--- src/rtl/palette_update_ctrl.sv ---
// Writable 16-entry RGB palette: host writes queue up and commit only during vertical blank,
// plus a frame-counted hit-flash overlay. Optional `transparent` output under PALETTE_TRANSPARENT_EN.
module palette_update_ctrl #(
    parameter int QDEPTH       = 4,
    parameter int FLASH_FRAMES = 8,
    parameter int FLASH_IDX    = 1
) (
    input  logic        clk,
    input  logic        reset,
    input  logic        wr_req,
    input  logic [3:0]  wr_idx,
    input  logic [11:0] wr_rgb,
    output logic        wr_ack,
    input  logic        blank,
    input  logic        flash_start,
    output logic        flash_busy,
    output logic [2:0]  pending,
    input  logic [3:0]  pix_idx,
    output logic [3:0]  red,
    output logic [3:0]  green,
    output logic [3:0]  blue,
`ifdef PALETTE_TRANSPARENT_EN
    output logic        transparent,
`endif
    output logic        dbg_state
);
    localparam int PW = $clog2(QDEPTH);
    localparam int CW = PW + 1;
    localparam int FW = $clog2(FLASH_FRAMES + 1);
    localparam logic [3:0] FIDX = 4'(FLASH_IDX);

    typedef enum logic {IDLE, COMMIT} state_t;

    // Handshake: a write is taken on any cycle where wr_req && wr_ack are both high.
    logic [3:0]    q_idx [QDEPTH];
    logic [11:0]   q_rgb [QDEPTH];
    logic [PW-1:0] wr_ptr, rd_ptr;
    logic [CW-1:0] count;
    logic [11:0]   pal [16];
    logic [FW-1:0] flash_cnt;
    logic          blank_q;
    state_t        state;

    logic push, pop, frame_tick, flash_on;

    assign wr_ack     = (count != CW'(QDEPTH));
    assign pending    = 3'(count);
    assign push       = wr_req && wr_ack;
    assign pop        = blank && (count != '0);
    assign frame_tick = blank && !blank_q;
    assign flash_on   = flash_busy && flash_cnt[0];
    assign dbg_state  = (state == COMMIT);

    always_ff @(posedge clk) begin
        if (push) begin
            q_idx[wr_ptr] <= wr_idx;
            q_rgb[wr_ptr] <= wr_rgb;
        end
    end

    always_ff @(posedge clk or posedge reset) begin
        if (reset) begin
            wr_ptr <= '0;
            rd_ptr <= '0;
            count  <= '0;
        end else begin
            if (push) wr_ptr <= wr_ptr + 1'b1;
            if (pop)  rd_ptr <= rd_ptr + 1'b1;
            case ({push, pop})
                2'b10:   count <= count + 1'b1;
                2'b01:   count <= count - 1'b1;
                default: count <= count;
            endcase
        end
    end

    // The FSM is informational: the pop itself follows blank && non-empty in either state.
    always_ff @(posedge clk or posedge reset) begin
        if (reset) begin
            state <= IDLE;
        end else begin
            case (state)
                IDLE:    if (blank && count != '0) state <= COMMIT;
                COMMIT:  if (!blank || count == '0) state <= IDLE;
                default: state <= IDLE;
            endcase
        end
    end

    always_ff @(posedge clk or posedge reset) begin
        if (reset) begin
            for (int i = 0; i < 16; i++)
                pal[i] <= (i == 1) ? 12'hF00 : 12'h0F0;
        end else if (pop) begin
            pal[q_idx[rd_ptr]] <= q_rgb[rd_ptr];
        end
    end

    // A flash_start load takes priority over a simultaneous frame tick.
    always_ff @(posedge clk or posedge reset) begin
        if (reset) begin
            blank_q    <= 1'b0;
            flash_cnt  <= '0;
            flash_busy <= 1'b0;
        end else begin
            blank_q <= blank;
            if (flash_start) begin
                flash_cnt  <= FW'(FLASH_FRAMES);
                flash_busy <= 1'b1;
            end else if (frame_tick && flash_busy) begin
                flash_cnt <= flash_cnt - 1'b1;
                if (flash_cnt == FW'(1)) flash_busy <= 1'b0;
            end
        end
    end

    // Palette read sees the pre-commit value when a commit hits the same entry.
    always_ff @(posedge clk or posedge reset) begin
        if (reset) begin
            {red, green, blue} <= 12'h000;
        end else begin
            {red, green, blue} <= flash_on ? pal[FIDX] : pal[pix_idx];
        end
    end

`ifdef PALETTE_TRANSPARENT_EN
    always_ff @(posedge clk or posedge reset) begin
        if (reset) transparent <= 1'b0;
        else       transparent <= (pix_idx == 4'd0);
    end
`endif

endmodule

--- config.mk ---
export PLATFORM = sky130hd
export DESIGN_NAME = palette_update_ctrl
export DESIGN_NICKNAME = d
export VERILOG_FILES = /design/src/rtl/palette_update_ctrl.sv
export SDC_FILE = /design/constraint.sdc
export NUM_CORES = 1
export LEC_CHECK = 0
export ABC_CLOCK_PERIOD_IN_PS = 7210
export BUFFER_PORTS_ARGS = -buffer_cell sky130_fd_sc_hd__clkbuf_2
export CAP_MARGIN = 25
export CORE_UTILIZATION = 60
export CTS_BUF_LIST = sky130_fd_sc_hd__clkbuf_4 sky130_fd_sc_hd__clkbuf_8
export DETAILED_ROUTE_END_ITERATION = 12
export PLACE_DENSITY = 0.77
export SLEW_MARGIN = 5
export SYNTH_ARGS = -nofsm -noshare
export SYNTH_HDL_FRONTEND = slang
export SYNTH_SLANG_ARGS = --single-unit
--- constraint.sdc ---
create_clock -name clk -period 7.21 [get_ports clk]
set_input_delay 0.721 -clock clk [delete_from_list [all_inputs] [get_ports clk]]
set_output_delay 0.721 -clock clk [all_outputs]
set_load 0.01 [all_outputs]
==> results of run 1 <==
==> cells by family (layout without fill, tap and decap cells) <==
group / after synthesis / count (layout)
and+or+nand+nor: 56 / 56
xor gates and xnor gates: 9 / 9
adders and majority gates: 8 / 8
AOI/OAI and AO/OA: 28 / 28
muxes: 277 / 277
buffers and inverters: 63 / 154
DFF: 282 / 282
==> sequential cells by signal, summed over array words and instances (netlist names) <==
register	cells
pal	192
q_rgb	48
q_idx	16
blue	4
flash_cnt	4
green	4
red	4
pending	3
rd_ptr	2
wr_ptr	2
blank_q	1
dbg_state	1
flash_busy	1
==> metal layers <==
layer / up-vias / global-route usage [%]
met5: - / 0
met4: 0 / 7.11
met3: 42 / 3.64
met2: 151 / 39.8
met1: 3441 / 33.5
li1: 2833 / -
==> power by group through the flow <==
stage               clock (mW)  sequential, mW  combinational (mW)
floorplan                    0            2.64                1.48
global placement             0            2.72                1.72
detailed placement           0            2.78                1.80
CTS                       1.41            2.76                1.81
global route              1.49            2.81                1.99
finish                    1.38            2.74                1.84
==> synth_stat cells, drive strengths merged (2+ instances only) <==
library cell / count / area, µm²
mux2: 204 / 2370
dfrtp: 154 / 3850
dfstp: 64 / 1680
edfxtp: 64 / 1920
mux4: 64 / 1440
buf: 29 / 174
clkbuf: 21 / 78.8
nor2: 14 / 55.1
inv: 13 / 48.8
o22ai: 12 / 75.1
mux2i: 9 / 90.1
nand2: 9 / 33.8
a31oi: 7 / 43.8
ha: 7 / 87.6
xnor2: 7 / 61.3
nor2b: 6 / 37.5
nand3: 5 / 25.0
a211oi: 4 / 30.0
and3: 4 / 25.0
nand2b: 4 / 32.5
nor3: 3 / 25.0
nor4: 3 / 40.0
nand3b: 2 / 15.0
or3: 2 / 22.5
xor2: 2 / 17.5
==> worst reg2reg max path: stages (launching register included) <==
cell,delay [ns]
dfrtp_1,0.52
buf_16,0.21
mux4_2,0.68
nor2_1,0.27
nand4_1,0.66
mux2_2,0.53
==> final cells by class <==
class                           count  area [µm²]
Sequential cell                   282        7460
Multi-Input combinational cell    378        4620
Clock buffer                       69         850
Timing Repair Buffer               54         374
Clock inverter                     18        86.3
Inverter                           13        56.3
Fill cell                        1294        6450
Tap cell                          270         338
==> worst paths after layout <==
check                          end  slack (ns)       from  cells past startpoint
setup / recovery           pal[87]        4.21  rd_ptr[0]                      5
min in group clk           blank_q        0.34      blank                      1
setup reg to reg           pal[87]        4.21  rd_ptr[0]                      5
hold reg to reg            pal[73]        0.50    pal[73]                      1
hold / removal              red[2]        0.11      reset                      2
max in group asynchronous  pal[99]        5.43      reset                      4
==> metrics by stage <==
step	utilization, %	total power, mW	area, µm²
floorplan	-	4.11	12400
global placement	62.9	4.44	12700
detailed placement	63.1	4.59	12800
CTS	67.7	5.98	13700
global route	68.1	6.29	13800
finish	68.1	5.96	13800
==> impl_metrics.py, run 1 <==
metrics = {
    "route": {
        "wl_mm": 23.9,
        "dr.pass1.iters": 4,
        "detail-route-antenna-nets": 0,
        "drt-initial-drc-count": 313,
        "wl_met3_mm": 1.06,
        "wl_met1_mm": 10.7,
        "vias_per_cell": 5.97,
        "wl_per_cell_um": 22.1,
        "via_count": 6467,
        "drc": 0,
        "met2_length_mm": 11.7,
        "topRoutingLayerUsed": "met4",
    },
    "power": {
        "cellPowerDensity_nw_per_um2": 432,
        "p_leak_nw": 5.71,
        "internal-power_mw": 4.17,
        "ir_drop_uv": 297,
        "pwr-share-comb_pct": 30.9,
        "power.clock.fraction_pct": 23.2,
        "p_switching_mw": 1.79,
        "switching_share_pct": 30.1,
        "pwr-share-seq_pct": 45.9,
    },
    "timing": {
        "finalSetupViolations": 0,
        "slew_violations": 0,
        "skew_ns": 0.0188,
        "finalHoldViolCount": 0,
        "final.period_utilization_pct": 41.6,
        "timing.setup.tns_ns": 0,
        "fin_crit_ns": 3.00,
        "grt_setup_unrepaired": "false",
        "max_freq_mhz": 333,
        "max_slew_margin_pct": 40.4,
        "hold_ws_ns": 0.110,
        "setup_ws_ns": 4.21,
        "tightest_slew_ns": 0.893,
    },
    "placement": {
        "portBuffers": 42,
        "dpl.hpwl_mm": 14.9,
        "place.gp.congestion": 0.741,
        "dp.cells": 994,
        "dpl_worst_slack_ns": 3.74,
    },
    "synthesis": {
        "synthDistinctLibCells": 45,
        "async_flop_share_pct": 77.3,
        "synth_seq_cells": 282,
        "yosysWarnings": 0,
        "ys_seq_area_share_pct": 60.2,
        "synth_nets": 756,
        "synth_ff_type": "dfrtp_1",
        "synth_top_family_by_area": "multiplexers",
        "syn_inst": 723,
        "synthSimpleGateAreaFrac_pct": 2.76,
        "synthAdderAreaFrac_pct": 0.869,
        "synthXorXnorAreaFrac_pct": 0.637,
        "avgSynthCellArea_um2": 17.1,
        "synth_compound_area_share_pct": 1.52,
        "muxShareOfSynthArea_pct": 31.5,
        "synth-edff-count": 64,
        "syn-cell-area_um2": 12400,
    },
    "status": {
        "status": "complete, no violations",
    },
    "layout": {
        "layout_commonest_cell": "mux2_2",
        "drive_above_1_share_pct": 58.4,
        "n_antenna_cell": 0,
        "nets": 809,
        "layout_common_cells": "mux2_2, dfrtp_1, mux4_2, dfstp_2, edfxtp_1",
        "layout.cells.non_filler": 1084,
        "synthToLayoutAreaGrowth_pct": 11.3,
    },
    "setup_path": {
        "path_buf_inv": 1,
        "slowest_delay_ns": 0.68,
        "cp-end-kind": "register",
        "cp.arrival_ns": 3.42,
        "critical_path_required_ns": 7.63,
        "path_class": "register to register",
        "path_max_fanout": 15,
        "crit_family": "multiplexers",
        "slowest_stage": "mux4_2",
        "critPathLaunchType": "register",
        "worstPathCellList": "buf_16 > mux4_2 > nor2_1 > nand4_1 > mux2_2",
    },
    "global_routing": {
        "grt_pass1_wl_mm": 39.4,
        "first_global_vias": 7209,
        "grt_usage_pct": 24.0,
        "grt-ovfl-total": 0,
        "grt_max_degree": 157,
        "antenna_found_initial": 0,
    },
    "floorplanning": {
        "die_w_um": 146,
        "initial_utilization_pct": 61.2,
        "dieArea_um2": 21200,
        "fp.coreArea_um2": 20200,
        "io_pins": 43,
        "die_y_um": 146,
        "rows": 52,
    },
    "clocking": {
        "cts_sinks": 282,
        "cts_resized": 0,
        "cts.path.max_buffers": 3,
        "cts_inserted_buffers": 47,
        "clk_latency_ns": 0.55,
        "clkSlewWorstSetupHoldPaths_ns": 0.06,
        "cts_tree": "done",
        "h-tree-depth": 2,
        "ctsHoldBuffers": 0,
        "root_buffer": "clkbuf_8",
        "post_cts.repair.setup_buffers": 0,
    },
    "run": {
        "maxCapViolCount": 0,
    },
    "worst_hold_path": {
        "hp-class": "primary input to asynchronous set/reset pin",
    },
}
No activity file was read; power rests on OpenSTA's default activity.
==> inputs of run 2 (changes only) <==
- ABC_CLOCK_PERIOD_IN_PS: 7210 -> 2500
- CORE_UTILIZATION: 60 -> 58
- PLACE_DENSITY: 0.77 -> 0.78
- clock period: 7.21 -> 2.5 ns (I/O delays scaled with it)
==> run 2 against run 1 <==
Compared with the run above:
- hold slack lost 0.0014 ns
- critical endpoint is now pal[61]
- via count grew 3.4%
- global-route usage shrank 0.47 points
- utilization shrank 0.12 points
==> impl_metrics.py, run 2 (synthesis results as in run 1) <==
metrics = {
    "status": {
        "status": "complete, no violations",
    },
    "placement": {
        "portBuffers": 42,
        "dpl.hpwl_mm": 15.6,
        "placed_area_um2": 13000,
        "place.gp.congestion": 0.769,
        "dp.cells": 1023,
    },
    "timing": {
        "tightest_slew_ns": 0.893,
        "max_freq_mhz": 427,
        "finalHoldViolCount": 0,
        "slew_violations": 0,
        "max_slew_margin_pct": 40.5,
        "finalSetupViolations": 0,
        "skew_ns": 0.0241,
        "final.period_utilization_pct": 93.6,
        "grt_setup_unrepaired": "false",
        "fin_crit_ns": 2.34,
    },
    "global_routing": {
        "globalRouteMet3Util_pct": 4.05,
        "met2_usage_pct": 38.1,
        "gr-usage-met1_pct": 33.4,
        "grt.busiest_layer": "met2",
        "grt_pass1_wl_mm": 39.4,
        "grt-ovfl-total": 0,
        "antenna_found_initial": 0,
        "grt_max_degree": 83,
        "first_global_vias": 7174,
        "grt_usage_pct": 23.6,
    },
    "setup_path": {
        "path_class": "register to register",
        "path_max_fanout": 12,
        "critPathLaunchType": "register",
        "slowest_delay_ns": 0.57,
        "worstPathCellList": "mux4_2 > buf_4 > nand2b_1 > or3_4 > mux2_4",
        "crit_family": "multiplexers",
        "cp.arrival_ns": 2.78,
        "cp-end-kind": "register",
        "critical_path_required_ns": 2.94,
        "path_buf_inv": 1,
        "slowest_stage": "mux4_2",
    },
    "route": {
        "drt-initial-drc-count": 296,
        "via_count": 6689,
        "dr.pass1.iters": 4,
        "drc": 0,
        "wl_per_cell_um": 21.8,
        "wl_mm": 24.6,
        "detail-route-antenna-nets": 0,
        "vias_per_cell": 5.93,
    },
    "floorplanning": {
        "dieArea_um2": 21900,
        "rows": 53,
        "fp.coreArea_um2": 21000,
        "io_pins": 43,
        "die_y_um": 148,
        "initial_utilization_pct": 59.1,
        "die_w_um": 148,
    },
    "power": {
        "cellPowerDensity_nw_per_um2": 1240,
        "p_leak_nw": 5.92,
        "ir_drop_uv": 814,
    },
    "layout": {
        "n_antenna_cell": 0,
        "largest_reg_flops": 192,
        "nets": 849,
        "synthToLayoutAreaGrowth_pct": 15.1,
        "layout.cells.non_filler": 1128,
        "layout_common_cells": "mux2_2, dfrtp_1, mux4_2, dfstp_2, edfxtp_1",
        "layout_commonest_cell": "mux2_2",
        "largestRegisters": "pal: 192 flops, q_rgb: 48 flops, q_idx: 16 flops",
        "top_register": "pal",
        "fin_area_um2": 14200,
        "drive_above_1_share_pct": 58.6,
    },
    "run": {
        "maxCapViolCount": 0,
    },
    "clocking": {
        "post_cts.repair.setup_buffers": 0,
        "cts_tree": "done",
        "root_buffer": "clkbuf_8",
        "cts_resized": 0,
        "cts_sinks": 282,
        "clk_latency_ns": 0.56,
        "clkSlewWorstSetupHoldPaths_ns": 0.06,
        "cts_inserted_buffers": 46,
        "h-tree-depth": 2,
        "cts.path.max_buffers": 3,
    },
    "worst_hold_path": {
        "hp-class": "primary input to register",
    },
}
[run 2: metrics by stage]
step / setup slack, ns / total power, mW / hold WS, ns / setup TNS (ns) / util [%]
CTS: 0.152 / 17.8 / 0.0697 / 0 / 68.0
finish: 0.159 / 17.7 / 0.108 / 0 / 68.0
floorplan: -0.538 / 11.9 / 0.281 / -82.83 / -
global placement: 0.210 / 13.0 / 0.279 / 0 / 62.3
global route: 0.0698 / 18.6 / 0.0727 / 0 / 68.0
detailed placement: 0.145 / 13.5 / 0.299 / 0 / 62.3
[run 2: layout make-up]
cell class | instances | area (µm²)
fillers | 1424 | 6710
repair buffers | 95 | 771
flip-flops and latches | 282 | 7460
multi-input cells | 378 | 4620
clock buffers | 76 | 927
clock inverters | 9 | 76.3
well taps | 275 | 344
inverters | 13 | 52.6
[run 2: routing by layer]
layer  share of wire, %  vias up
met5                  0        -
met3                4.3       39
met4                1.7        0
met2                 49      168
met1                 45     3564
li1                   -     2918
[run 2: power breakdown]
part	switching [mW]	total [mW]	leakage [nW]	internal, mW
logic	2.53	5.57	2.24	3.03
clock network	1.77	4.22	0.529	2.45
registers	0.953	7.88	3.15	6.93
total	5.25	17.7	5.92	12.4
[run 2: what timing repair did]
action,in CTS,in global routing
hold endpoints to repair,85,0
setup endpoints to repair,0,0
hold buffers,19,0
[run 2: final timing paths]
kind | from | to | slack (ns) | cells after the start
min in group asynchronous | reset | flash_cnt[0] | 0.27 | 3
worst max-delay path | rd_ptr[0] | pal[61] | 0.16 | 5
max in group asynchronous | reset | pal[55] | 1.43 | 4
worst max register to register | rd_ptr[0] | pal[61] | 0.16 | 5
worst min register to register | pal[110] | pal[110] | 0.50 | 1
worst min-delay path | pix_idx[3] | green[0] | 0.11 | 2
==> inputs of run 3 (changes only) <==
- CELL_PAD_IN_SITES_DETAIL_PLACEMENT: default -> 0
- CELL_PAD_IN_SITES_GLOBAL_PLACEMENT: default -> 1
- CORE_UTILIZATION: 58 -> 50
- PLACE_DENSITY: 0.78 -> default
- PLACE_DENSITY_LB_ADDON: default -> 0.1
==> run 3 against run 2 <==
Compared with the run above:
- utilization fell by 8.6 points
- via count decreased by 0.94%
- die area is 16% higher
- hold slack better by 0.020 ns
- total power up 0.18%
- cell count rose by 5.3%
- non-clock buffer count increased by 6
- critical path type unchanged
==> impl_metrics.py, run 3 (synthesis results as in run 1) <==
metrics = {
    "status": {
        "status": "complete, no violations",
    },
    "global_routing": {
        "globalRouteMet3Util_pct": 3.88,
        "gr-usage-met1_pct": 29.4,
        "first_global_vias": 7460,
        "grt.busiest_layer": "met2",
        "met2_usage_pct": 36.3,
        "grt-ovfl-total": 0,
        "grt_usage_pct": 21.8,
        "grt_pass1_wl_mm": 42.4,
        "grt_max_degree": 49,
        "antenna_found_initial": 0,
    },
    "route": {
        "wl_per_cell_um": 22.0,
        "drc": 0,
        "wl_mm": 26.1,
        "vias_per_cell": 5.58,
        "dr.pass1.iters": 4,
        "drt-initial-drc-count": 323,
        "detail-route-antenna-nets": 0,
        "via_count": 6626,
    },
    "placement": {
        "portBuffers": 42,
        "place.gp.congestion": 0.807,
        "dpl.hpwl_mm": 16.7,
        "placed_area_um2": 13200,
        "dpl_worst_slack_ns": 0.0773,
    },
    "timing": {
        "max_slew_margin_pct": 53.5,
        "tightest_slew_ns": 0.697,
        "skew_ns": 0.0285,
        "finalSetupViolations": 0,
        "max_freq_mhz": 436,
        "final.period_utilization_pct": 91.8,
        "finalHoldViolCount": 0,
        "slew_violations": 0,
        "fin_crit_ns": 2.30,
        "setup_ws_ns": 0.204,
        "hold_ws_ns": 0.128,
        "grt_setup_unrepaired": "false",
    },
    "run": {
        "maxCapViolCount": 0,
    },
    "setup_path": {
        "path_class": "register to register",
        "critical_path_required_ns": 2.92,
        "critPathLaunchType": "register",
        "cp-end-kind": "register",
        "cp.arrival_ns": 2.72,
        "path_max_fanout": 12,
    },
    "layout": {
        "layout_commonest_cell": "mux2_2",
        "nets": 857,
        "drive_above_1_share_pct": 59.6,
        "post-route-util_pct": 59.4,
        "synthToLayoutAreaGrowth_pct": 16.6,
        "n_antenna_cell": 0,
        "largestRegisters": "pal: 192 flops, q_rgb: 48 flops, q_idx: 16 flops",
        "layout_common_cells": "mux2_2, dfrtp_1, mux4_2, dfstp_2, edfxtp_1",
        "largest_reg_flops": 192,
        "fin_area_um2": 14400,
        "top_register": "pal",
    },
    "floorplanning": {
        "fp.coreArea_um2": 24300,
        "die_y_um": 159,
        "die_w_um": 159,
        "io_pins": 43,
        "initial_utilization_pct": 50.9,
        "rows": 57,
        "dieArea_um2": 25400,
    },
    "power": {
        "ir_drop_uv": 777,
        "p_leak_nw": 6.01,
        "cellPowerDensity_nw_per_um2": 1230,
    },
    "clocking": {
        "cts_tree": "done",
        "clk_latency_ns": 0.56,
        "cts.path.max_buffers": 3,
        "cts_inserted_buffers": 48,
        "clkSlewWorstSetupHoldPaths_ns": 0.06,
        "cts_sinks": 282,
        "post_cts.repair.setup_buffers": 0,
        "h-tree-depth": 2,
        "root_buffer": "clkbuf_8",
    },
    "worst_hold_path": {
        "hp-class": "primary input to register",
    },
}
## run 3: cell count changes in the layout (fill, tap and decap cells not counted), sizes merged
cell	before	now
buf	35	41
clkinv	4	9
clkbuf	117	121
clkinvlp	3	1
bufinv	1	0
inv	14	13
## run 3: layout make-up
| class | count | area (µm²) |
|---|---|---|
| fill | 1824 | 9880 |
| sequential | 282 | 7460 |
| multi-input combinational | 378 | 4620 |
| clock buffer | 80 | 982 |
| timing repair buffer | 101 | 866 |
| tap | 324 | 405 |
| clock inverter | 10 | 53.8 |
| inverter | 13 | 52.6 |
## run 3: through the flow
stage	power, mW	std cells	TNS, ns
floorplan	11.9	723	-82.83
global route	18.7	1188	0
finish	17.7	1188	0
CTS	17.9	1187	0
global placement	13.1	1078	0
detailed placement	13.5	1078	0
## run 3: where the power goes
| part | switching (mW) | total, mW | internal (mW) |
|---|---|---|---|
| sequential | 0.953 | 7.88 | 6.93 |
| combinational | 2.52 | 5.51 | 2.99 |
| clock | 1.82 | 4.31 | 2.48 |
| total | 5.30 | 17.7 | 12.4 |
## run 3: path summary, 6_finish.rpt
kind                             end  depth (start not counted)  slack (ns)       from
setup / recovery            pal[170]                          5        0.20  rd_ptr[0]
hold / removal             wr_ptr[0]                          3        0.13     wr_req
setup reg to reg            pal[170]                          5        0.20  rd_ptr[0]
hold reg to reg             pal[134]                          1        0.50   pal[134]
max in group asynchronous   pal[125]                          5        1.57      reset
min in group asynchronous   pal[186]                          3        0.32      reset
## run 3: critical path, stage by stage, from the launching register on
cell     delay, ns
dfrtp_2       0.49
mux4_2        0.70
nor2_1        0.25
nand3_1       0.17
buf_4         0.25
mux2_2        0.30
## run 3: metal layers
metal	vias up	share of wire, %
met1	3482	45
met4	0	2.4
met3	52	3.8
met2	149	49
li1	2943	-
met5	-	0
## run 3: what timing repair did
action                     in CTS  in global routing
setup endpoints to repair       0                 49
gates resized for setup         0                  1
hold buffers                   19                  0
hold endpoints to repair       97                  0
